===== src/rtl/keypad_pkg.sv =====
// rtl/keypad_pkg.sv - shared key codes, defaults and helpers for the keypad entry path
package keypad_pkg;

  localparam logic [3:0] KEY_0   = 4'd0;
  localparam logic [3:0] KEY_1   = 4'd1;
  localparam logic [3:0] KEY_2   = 4'd2;
  localparam logic [3:0] KEY_3   = 4'd3;
  localparam logic [3:0] KEY_4   = 4'd4;
  localparam logic [3:0] KEY_5   = 4'd5;
  localparam logic [3:0] KEY_6   = 4'd6;
  localparam logic [3:0] KEY_7   = 4'd7;
  localparam logic [3:0] KEY_8   = 4'd8;
  localparam logic [3:0] KEY_9   = 4'd9;
  localparam logic [3:0] KEY_BS  = 4'd10;
  localparam logic [3:0] KEY_B   = 4'd11;
  localparam logic [3:0] KEY_C   = 4'd12;
  localparam logic [3:0] KEY_D   = 4'd13;
  localparam logic [3:0] KEY_CLR = 4'd14;
  localparam logic [3:0] KEY_ENT = 4'd15;

  localparam int VALUE_W_DEF   = 13;
  localparam int MAX_VALUE_DEF = 8191;

  localparam logic [3:0] ROW_RESET = 4'b1110;

  typedef enum logic [1:0] {
    FR_NONE  = 2'd0,
    FR_KEY   = 2'd1,
    FR_MULTI = 2'd2
  } frame_cls_e;

  typedef enum logic [0:0] {
    ST_RELEASED = 1'b0,
    ST_PRESSED  = 1'b1
  } deb_state_e;

  function automatic logic [3:0] key_at(input logic [1:0] row, input logic [1:0] col);
    logic [3:0] code;
    code = KEY_0;
    case ({row, col})
      4'h0: code = KEY_1;
      4'h1: code = KEY_2;
      4'h2: code = KEY_3;
      4'h3: code = KEY_BS;
      4'h4: code = KEY_4;
      4'h5: code = KEY_5;
      4'h6: code = KEY_6;
      4'h7: code = KEY_B;
      4'h8: code = KEY_7;
      4'h9: code = KEY_8;
      4'hA: code = KEY_9;
      4'hB: code = KEY_C;
      4'hC: code = KEY_CLR;
      4'hD: code = KEY_0;
      4'hE: code = KEY_ENT;
      default: code = KEY_D;
    endcase
    return code;
  endfunction

  function automatic logic [2:0] low_count(input logic [3:0] m);
    return 3'(m[0]) + 3'(m[1]) + 3'(m[2]) + 3'(m[3]);
  endfunction

  function automatic logic [1:0] first_low(input logic [3:0] m);
    logic [1:0] idx;
    idx = 2'd0;
    casez (m)
      4'b???1: idx = 2'd0;
      4'b??10: idx = 2'd1;
      4'b?100: idx = 2'd2;
      4'b1000: idx = 2'd3;
      default: idx = 2'd0;
    endcase
    return idx;
  endfunction

endpackage


===== src/rtl/keypad_scan.sv =====
// rtl/keypad_scan.sv - row multiplexing, frame classification and press/release debounce
module keypad_scan
  import keypad_pkg::*;
#(
  parameter int SCAN_DIV        = 100000,
  parameter int DEBOUNCE_FRAMES = 3
) (
  input  logic       clk,
  input  logic       rst,
  input  logic [3:0] col_n,
  output logic [3:0] row_n,
  output logic       key_valid,
  output logic [3:0] key_code
);

  localparam int CW = $clog2(SCAN_DIV + 1);
  localparam int RW = $clog2(DEBOUNCE_FRAMES + 1);
  localparam logic [CW-1:0] CNT_LAST = CW'(SCAN_DIV - 1);
  localparam logic [RW-1:0] RUN_DONE = RW'(DEBOUNCE_FRAMES);

  logic [CW-1:0] cnt_q, cnt_d;
  logic [1:0]    row_q, row_d;
  logic [1:0]    acc_q, acc_d;
  logic [3:0]    acc_code_q, acc_code_d;
  deb_state_e    state_q, state_d;
  logic [RW-1:0] run_q, run_d;
  logic [3:0]    cand_q, cand_d;
  logic          kv_q, kv_d;
  logic [3:0]    kc_q, kc_d;

  logic [3:0]    low_mask;
  logic [2:0]    lows;
  logic [2:0]    sum;
  logic [1:0]    merged_cnt;
  logic [3:0]    merged_code;
  logic          sample_tick;
  logic          frame_end;
  frame_cls_e    cls;
  logic [RW-1:0] run_n;

  always_ff @(posedge clk) begin
    if (rst) begin
      cnt_q      <= '0;
      row_q      <= 2'd0;
      acc_q      <= 2'd0;
      acc_code_q <= 4'd0;
      state_q    <= ST_RELEASED;
      run_q      <= '0;
      cand_q     <= 4'd0;
      kv_q       <= 1'b0;
      kc_q       <= 4'd0;
    end else begin
      cnt_q      <= cnt_d;
      row_q      <= row_d;
      acc_q      <= acc_d;
      acc_code_q <= acc_code_d;
      state_q    <= state_d;
      run_q      <= run_d;
      cand_q     <= cand_d;
      kv_q       <= kv_d;
      kc_q       <= kc_d;
    end
  end

  // Low-bit count saturates at 2: only "none / one / several" matters per frame.
  always_comb begin
    low_mask    = ~col_n;
    lows        = low_count(low_mask);
    sum         = {1'b0, acc_q} + lows;
    merged_cnt  = (sum > 3'd1) ? 2'd2 : sum[1:0];
    merged_code = (acc_q == 2'd0 && lows == 3'd1) ? key_at(row_q, first_low(low_mask)) : acc_code_q;
    sample_tick = (cnt_q == CNT_LAST);
    frame_end   = sample_tick && (row_q == 2'd3);
    case (merged_cnt)
      2'd0:    cls = FR_NONE;
      2'd1:    cls = FR_KEY;
      default: cls = FR_MULTI;
    endcase

    cnt_d      = cnt_q + CW'(1);
    row_d      = row_q;
    acc_d      = acc_q;
    acc_code_d = acc_code_q;
    state_d    = state_q;
    run_d      = run_q;
    cand_d     = cand_q;
    kv_d       = 1'b0;
    kc_d       = kc_q;
    run_n      = '0;

    if (sample_tick) begin
      cnt_d      = '0;
      row_d      = row_q + 2'd1;
      acc_d      = frame_end ? 2'd0 : merged_cnt;
      acc_code_d = frame_end ? 4'd0 : merged_code;
    end

    if (frame_end) begin
      case (state_q)
        ST_RELEASED: begin
          if (cls == FR_KEY) begin
            run_n  = (run_q != '0 && merged_code == cand_q) ? run_q + RW'(1) : RW'(1);
            cand_d = merged_code;
            if (run_n == RUN_DONE) begin
              state_d = ST_PRESSED;
              run_d   = '0;
              kv_d    = 1'b1;
              kc_d    = merged_code;
            end else begin
              run_d = run_n;
            end
          end else begin
            run_d = '0;
          end
        end
        default: begin
          if (cls == FR_NONE) begin
            run_n = run_q + RW'(1);
            if (run_n == RUN_DONE) begin
              state_d = ST_RELEASED;
              run_d   = '0;
            end else begin
              run_d = run_n;
            end
          end else begin
            run_d = '0;
          end
        end
      endcase
    end
  end

  always_comb begin
    row_n     = ~((~ROW_RESET) << row_q);
    key_valid = kv_q;
    key_code  = kc_q;
  end

endmodule


===== src/rtl/keypad_entry.sv =====
// rtl/keypad_entry.sv - decimal operand entry, backspace/clear/enter and committed result
module keypad_entry
  import keypad_pkg::*;
#(
  parameter int SCAN_DIV        = 100000,
  parameter int DEBOUNCE_FRAMES = 3,
  parameter int VALUE_W         = VALUE_W_DEF,
  parameter int MAX_VALUE       = MAX_VALUE_DEF,
  parameter int MAX_DIGITS      = 4
) (
  input  logic               clk,
  input  logic               rst,
  input  logic [3:0]         col_n,
  output logic [3:0]         row_n,
  output logic [VALUE_W-1:0] entry,
  output logic [2:0]         digit_count,
  output logic [VALUE_W-1:0] result,
  output logic               result_valid,
  output logic               key_valid,
  output logic [3:0]         key_code,
  output logic               reject
);

  localparam int PW = VALUE_W + 4;
  localparam logic [PW-1:0] MAX_V = PW'(MAX_VALUE);
  localparam logic [2:0]    MAX_D = 3'(MAX_DIGITS);

  logic [VALUE_W-1:0] entry_q, entry_d;
  logic [2:0]         count_q, count_d;
  logic [VALUE_W-1:0] result_q, result_d;
  logic               rv_q, rv_d;
  logic               rej_q, rej_d;

  logic [PW-1:0]      appended;
  logic [VALUE_W-1:0] shortened;

  keypad_scan #(
    .SCAN_DIV        (SCAN_DIV),
    .DEBOUNCE_FRAMES (DEBOUNCE_FRAMES)
  ) u_scan (
    .clk       (clk),
    .rst       (rst),
    .col_n     (col_n),
    .row_n     (row_n),
    .key_valid (key_valid),
    .key_code  (key_code)
  );

  always_ff @(posedge clk) begin
    if (rst) begin
      entry_q  <= '0;
      count_q  <= 3'd0;
      result_q <= '0;
      rv_q     <= 1'b0;
      rej_q    <= 1'b0;
    end else begin
      entry_q  <= entry_d;
      count_q  <= count_d;
      result_q <= result_d;
      rv_q     <= rv_d;
      rej_q    <= rej_d;
    end
  end

  // Widened append so an overflowing digit is caught before anything is stored.
  always_comb begin
    appended  = PW'(entry_q) * PW'(10) + PW'(key_code);
    shortened = entry_q / VALUE_W'(10);

    entry_d  = entry_q;
    count_d  = count_q;
    result_d = result_q;
    rv_d     = 1'b0;
    rej_d    = 1'b0;

    if (key_valid) begin
      if (key_code <= KEY_9) begin
        if (count_q < MAX_D && appended <= MAX_V) begin
          entry_d = appended[VALUE_W-1:0];
          count_d = count_q + 3'd1;
        end else begin
          rej_d = 1'b1;
        end
      end else begin
        case (key_code)
          KEY_BS: begin
            if (count_q != 3'd0) begin
              entry_d = shortened;
              count_d = count_q - 3'd1;
            end
          end
          KEY_CLR: begin
            entry_d = '0;
            count_d = 3'd0;
          end
          KEY_ENT: begin
            result_d = entry_q;
            rv_d     = 1'b1;
            entry_d  = '0;
            count_d  = 3'd0;
          end
          default: ;
        endcase
      end
    end
  end

  always_comb begin
    entry        = entry_q;
    digit_count  = count_q;
    result       = result_q;
    result_valid = rv_q;
    reject       = rej_q;
  end

endmodule


===== config.mk =====
export PLATFORM = sky130hd
export DESIGN_NAME = keypad_entry
export DESIGN_NICKNAME = d
export VERILOG_FILES = /design/src/rtl/keypad_pkg.sv /design/src/rtl/keypad_scan.sv /design/src/rtl/keypad_entry.sv
export SDC_FILE = /design/constraint.sdc
export NUM_CORES = 1
export LEC_CHECK = 0
export BUFFER_PORTS_ARGS = -buffer_cell sky130_fd_sc_hd__buf_2
export CAP_MARGIN = 20
export CORE_MARGIN = 3
export CORE_UTILIZATION = 60
export CTS_CLUSTER_SIZE = 25
export DETAILED_ROUTE_END_ITERATION = 10
export PLACE_DENSITY = 0.85
export REMOVE_ABC_BUFFERS = 1
export SYNTH_ARGS = -nofsm -noshare
export SYNTH_HDL_FRONTEND = slang
export SYNTH_HIERARCHICAL = 1
export SYNTH_SLANG_ARGS = --single-unit
export TNS_END_PERCENT = 100

===== constraint.sdc =====
create_clock -name clk -period 10.2 [get_ports clk]
set_input_delay 2.04 -clock clk [delete_from_list [all_inputs] [get_ports clk]]
set_output_delay 2.04 -clock clk [all_outputs]
set_load 0.02 [all_outputs]

# Word-level counts from Yosys, hierarchy flattened
# Memories as Yosys holds them, arrays and structs flattened.
# Index checks and enable logic that the tools add are counted.
# word_totals
regBits	68
rom_bits	64
input_bits	6
output_inout_bits	40
word_cells	100
n_memories	1
# classes
add_sub_neg	10
n_mul	1
div	1
order_cmp	4
eq_ne	16
shifts	1
n_mux	27
n_bitwise	6
n_reduce_logical	19
# mem_list
memory	depth	word_bits	read_ports	rd_ports_with_merged_regs	write_ports	line	text
(name not given)	16	4	1	0	0	keypad_pkg.sv:40	case ({row, col})
# ops
operator	n
$mux 13	3
$pmux 13 s2	1
$add 17x1->17 const B	1
$add 17x4->17	1
$eq 17x17->1 const B	1
$le 17x13->1 const B	1
$eq 4x4->1 const B	4
$mul 13x3->16 const B	1
$mux 2	8
$div 13x4->13 const B	1
$mux 3	3
$reduce_or 3->1	3
$eq 2x2->1 const B	4
$mux 4	2
$not 4->4	2
$reduce_and 4->1	2
$mux 1	7
$add 3x1->3	2
$logic_not 2->1	3
$pmux 2 s3	1
$pmux 3 s2	1
$reduce_and 3->1	2
$reduce_bool 3->1	2
$add 2x1->2 const B	2
19 further kinds	27

# Depth between registers and ports, before layout
# logic_depth
ltp_word	14
mapped_depth	16
mapped_depth_nobuf	15

# By module
# Netlist, hierarchy kept.
# by_module_without_submodules
module	n_inst	cells_per_inst	area_per_inst_um2	seq_area_each_um2
keypad_entry	1	447	3533.4	620.6
keypad_scan	1	268	2264.7	740.7

# Worst setup path after synthesis
# No wires, ideal clock.
# synth_timing
kind	in2reg
startpoint	input port col_n[0]
endpoint	register u_scan.kc_q[0] (netlist: u_scan/key_code[0])
setup_ns	0.121
t_arrival_ns	4.555
t_required_ns	10.079
path_slack_ns	5.525
stages	10
n_path_buf	0
cell_sequence	inv_1 fa_1 ha_1 ha_1 nor3_1 nand2_1 nor4b_1 o311a_1 o2111ai_1 mux2_2
# synth_between
elab_chain_cells	12
word_cells_on_any_way	24
cone_classes	add/sub: 4; order compare: 1; eq/ne: 8; mux: 5; bitwise: 1; reduce/logical: 4; memory: 1
# synth_lines
item	line	text
start, declared	keypad_entry.sv:13	input logic [3:0] col_n,
$not 4->4 (*)	keypad_scan.sv:67	low_mask = ~col_n;
parallel branches: the longest is 11 deep, another holds $add 3x1->3	n/a	
end signal, assigned	keypad_scan.sv:61	kc_q <= kc_d;
end, declared	keypad_scan.sv:29	logic [3:0] kc_q, kc_d;
# Mark *: on every way between the ends.
# A chain may end at the register's enable or synchronous reset.

# Final worst setup path
# Same ends and word-level chain as after synthesis.

==> impl_metrics.csv <==
group,metric,value,unit
sta,max_slew.worst_pin.slew,953,ps
global_routing,grt_pass1_wl,23900,µm
drt,ant_nets,0,
logic_synthesis,synthMuxAreaShare,3.00,%
clock_network,hold_buffers,0,
clock_network,cts_sinks,68,
power_and_ir_drop,vdd_drop_max,0.0824,mV
place,portBuffers,45,
logic_synthesis,synth_area_leaders,"dfxtp_1 23%, ha_1 9.9%, nand2_1 5.1%",
logic_synthesis,synth_compound_area_share,24.2,%
clock_network,cts_setup_buffers,0,
sta,rsz0062_at_grt,"false",
worst_setup_path,crit_arrival,5010,ps
run,cap_violations,0,
sta,fin_skew,11.4,ps
logic_synthesis,synth_top_area_share,23.5,%
floorplanning,io_pins,46,
drt,vias,5493,
run_status,status,"finished clean",
finish,syn2layout_area_growth,7.36,%
drt,drtIter0Drc,353,
finish,utilization,66.7,%
worst_setup_path,r2r-start,"entry[5]$_SDFFE_PP0P_",
floorplanning,die_h,104,µm
global_routing,grt-busiest-layer,"met2",
global_routing,grt_use_total,25.8,%
worst_setup_path,end_kind,"register",
worst_setup_path,worstPathRequired,10440,ps
finish,drive_gt1_share,14.5,%
place,dp_hpwl,10300,µm
worst_setup_path,cp_max_fo,7,
logic_synthesis,synth_common_cells,"79 x nand2_1, 68 x dfxtp_1, 62 x nor2_1",
drt,wl_per_cell,16.1,µm
hold_path,hp-start,"result[6]$_SDFFE_PP0P_",
finish,antenna_cells,0,
clock_network,cts_resized,0,
place,place_congestion,0.886,
logic_synthesis,synth_top_family_by_area,"simple AND/OR/NAND/NOR gates",
power_and_ir_drop,power_leakage,2.46,nW
logic_synthesis,synth_xor_area_share,5.29,%
logic_synthesis,yosys.area_share.simple,26.6,%
global_routing,met1_usage,30.6,%
sta,fin_ws,5430,ps
clock_network,insertion_delay,350,ps
logic_synthesis,ys.flop_type,"dfxtp_1",
sta,finalCritPeriodShare,46.7,%
power_and_ir_drop,finalPower,0.000541,W
hold_path,min_to,"result[6]$_SDFFE_PP0P_",
floorplanning,std_cell_rows,35,
floorplanning,core-area,0.00933,mm²
place,dp_slack,5110,ps
finish,nets,795,
sta,fin_tns_setup,0,ps
floorplanning,die_x,104,µm
logic_synthesis,synth_area,0.00580,mm²
worst_setup_path,rrSetupSlack,5760,ps
logic_synthesis,synth_edf_count,0,
drt,vias_per_cell,6.29,
logic_synthesis,synth.avg_cell_area,8.11,µm²
finish,nFillCells,780,
global_routing,antenna_found_initial,0,
sta,min_period,4770,ps
worst_setup_path,rr_worst_depth,13,
clock_network,cts-htree-levels,3,
sta,setup_viol,0,
hold_path,min_path_type,"register to register",
clock_network,cts_buffer_depth,2,
drt,first_pass_iters,5,
floorplanning,start_util,62.2,%
clock_network,clk_pin_slew_worst_paths,90,ps
drt,wl,14100,µm
sta,drv_slew,0,
clock_network,cts_tree,"yes",
power_and_ir_drop,p_per_area,86.9,mW/mm²
global_routing,grt-ovfl-total,0,
worst_setup_path,critPathKind,"input port to register",
global_routing,grt_max_degree,45,
sta,fmax,0.210,GHz
clock_network,numCtsBuffers,9,
logic_synthesis,ys_warn_count,6,
sta,slew_headroom,36.4,%
global_routing,met2_usage,45.6,%
sta,timing_hold_violations_final,0,
drt,drc_errors,0,
logic_synthesis,ys_async_sr_fraction,0,%
worst_setup_path,start_kind,"input port",
logic_synthesis,ys_types,101,
logic_synthesis,yosys.area.top_type,"dfxtp_1",
global_routing,grt_pass1_vias,5310,
logic_synthesis,synth_adder_area_share,11.5,%
logic_synthesis,synth_most_common_cell,"nand2_1",
logic_synthesis,syn_inst,715,
logic_synthesis,seq_area_frac_synth,23.5,%
global_routing,grtUsageMet3,4.59,%
logic_synthesis,ys_seq_elements,68,
clock_network,cts_root_buf,"clkbuf_8",
worst_setup_path,reg2reg_to,"entry[4]$_SDFFE_PP0P_",
hold_path,holdPathStages,2,
floorplanning,die_area,0.0109,mm²
## worst max-delay path by stage
stage	to	cells past startpoint	slack (ps)	from
5_1_grt	u_scan/key_code[2]$_SDFFE_PP0P_	11	5150	col_n[0]
3_3_place_gp	u_scan/key_code[2]$_SDFFE_PP0P_	11	5240	col_n[0]
3_5_place_dp	u_scan/key_code[0]$_SDFFE_PP0P_	11	5110	col_n[0]
2_1_floorplan	entry[3]$_SDFFE_PP0P_	13	5470	entry[4]$_SDFFE_PP0P_
6_report	u_scan/key_code[0]$_SDFFE_PP0P_	11	5430	col_n[0]
4_1_cts	u_scan/key_code[0]$_SDFFE_PP0P_	11	5470	col_n[0]
## power breakdown
part           internal, W  switching [W]
Combinational    0.0000120      0.0000260
Clock             0.000117       0.000119
Sequential        0.000266    0.000000983
Total             0.000395       0.000146
## logic make-up after synthesis
family / after synthesis
AO/OA/AOI/OAI: 188
XOR/XNOR: 35
adder cells (fa/ha/maj): 51
buffers and inverters: 76
flip-flops: 68
multiplexers: 17
AND/OR/NAND/NOR: 280
## worst max-delay path: stages
cell       delay [ps]
buf_2             100
inv_1              50
fa_1              470
ha_1              200
ha_1              290
nor3_1            240
nand2_1           220
nor4b_1           510
o311a_1           250
o2111ai_1         260
mux2_2            360
## layout by cell type (no fill, tap or decap), types with 5 or more instances in the layout
master | synthesis | final
xor2_1 | 18 | 18
and3_1 | 8 | 8
nand3_1 | 18 | 18
nor2_1 | 62 | 62
xnor2_1 | 17 | 17
o31ai_1 | 5 | 5
or2_2 | 5 | 5
a21oi_1 | 49 | 49
buf_2 | 8 | 45
mux2i_1 | 14 | 14
ha_1 | 46 | 46
o211ai_1 | 5 | 5
or3_1 | 7 | 7
a211oi_1 | 12 | 12
a21o_1 | 6 | 6
nor3_1 | 11 | 11
dfxtp_1 | 68 | 68
nand4_1 | 8 | 8
clkbuf_8 | 0 | 9
inv_1 | 40 | 40
nor2b_1 | 10 | 10
nand2_1 | 79 | 79
o21a_1 | 8 | 8
and2_1 | 10 | 10
nand3b_1 | 7 | 7
a31oi_1 | 8 | 8
nand2b_1 | 10 | 10
o21ai_0 | 26 | 26
nor4_1 | 6 | 6
o21ai_1 | 5 | 5
## sequential cells by signal, indices dropped and copies added (netlist names), 2 cells and up
name,cells
u_scan/row_q,2
u_scan/run_q,2
u_scan/key_code,4
u_scan/cand_q,4
u_scan/cnt_q,17
result,13
u_scan/acc_q,2
u_scan/acc_code_q,4
entry,13
digit_count,3
## per-stage QoR
| step | hold WS [ps] | cells | cell area, µm² |
|---|---|---|---|
| final | 457 | 873 | 6220 |
| after global routing | 474 | 873 | 6220 |
| after CTS | 457 | 873 | 6220 |
| after detailed placement | 445 | 857 | 6020 |
| after global placement | 441 | 857 | 6020 |
| after floorplan | 426 | 680 | 5610 |
## final cells by class
class                   count  area, µm²  share of cell area, %
repair buffers             48        248                   3.98
flip-flops and latches     68       1360                   21.9
clock buffers               9        124                   1.99
inverters                  41        154                   2.47
clock inverters             7       82.6                   1.33
multi-input cells         571       4090                   65.8
well taps                 129        161                   2.59
## layer usage
metal,routed length [µm],vias up
li1,-,2642
met1,5910,2607
met2,7050,212
met3,776,32
met4,349,0
met5,0,-
No activity file was read; power rests on OpenSTA's default activity.
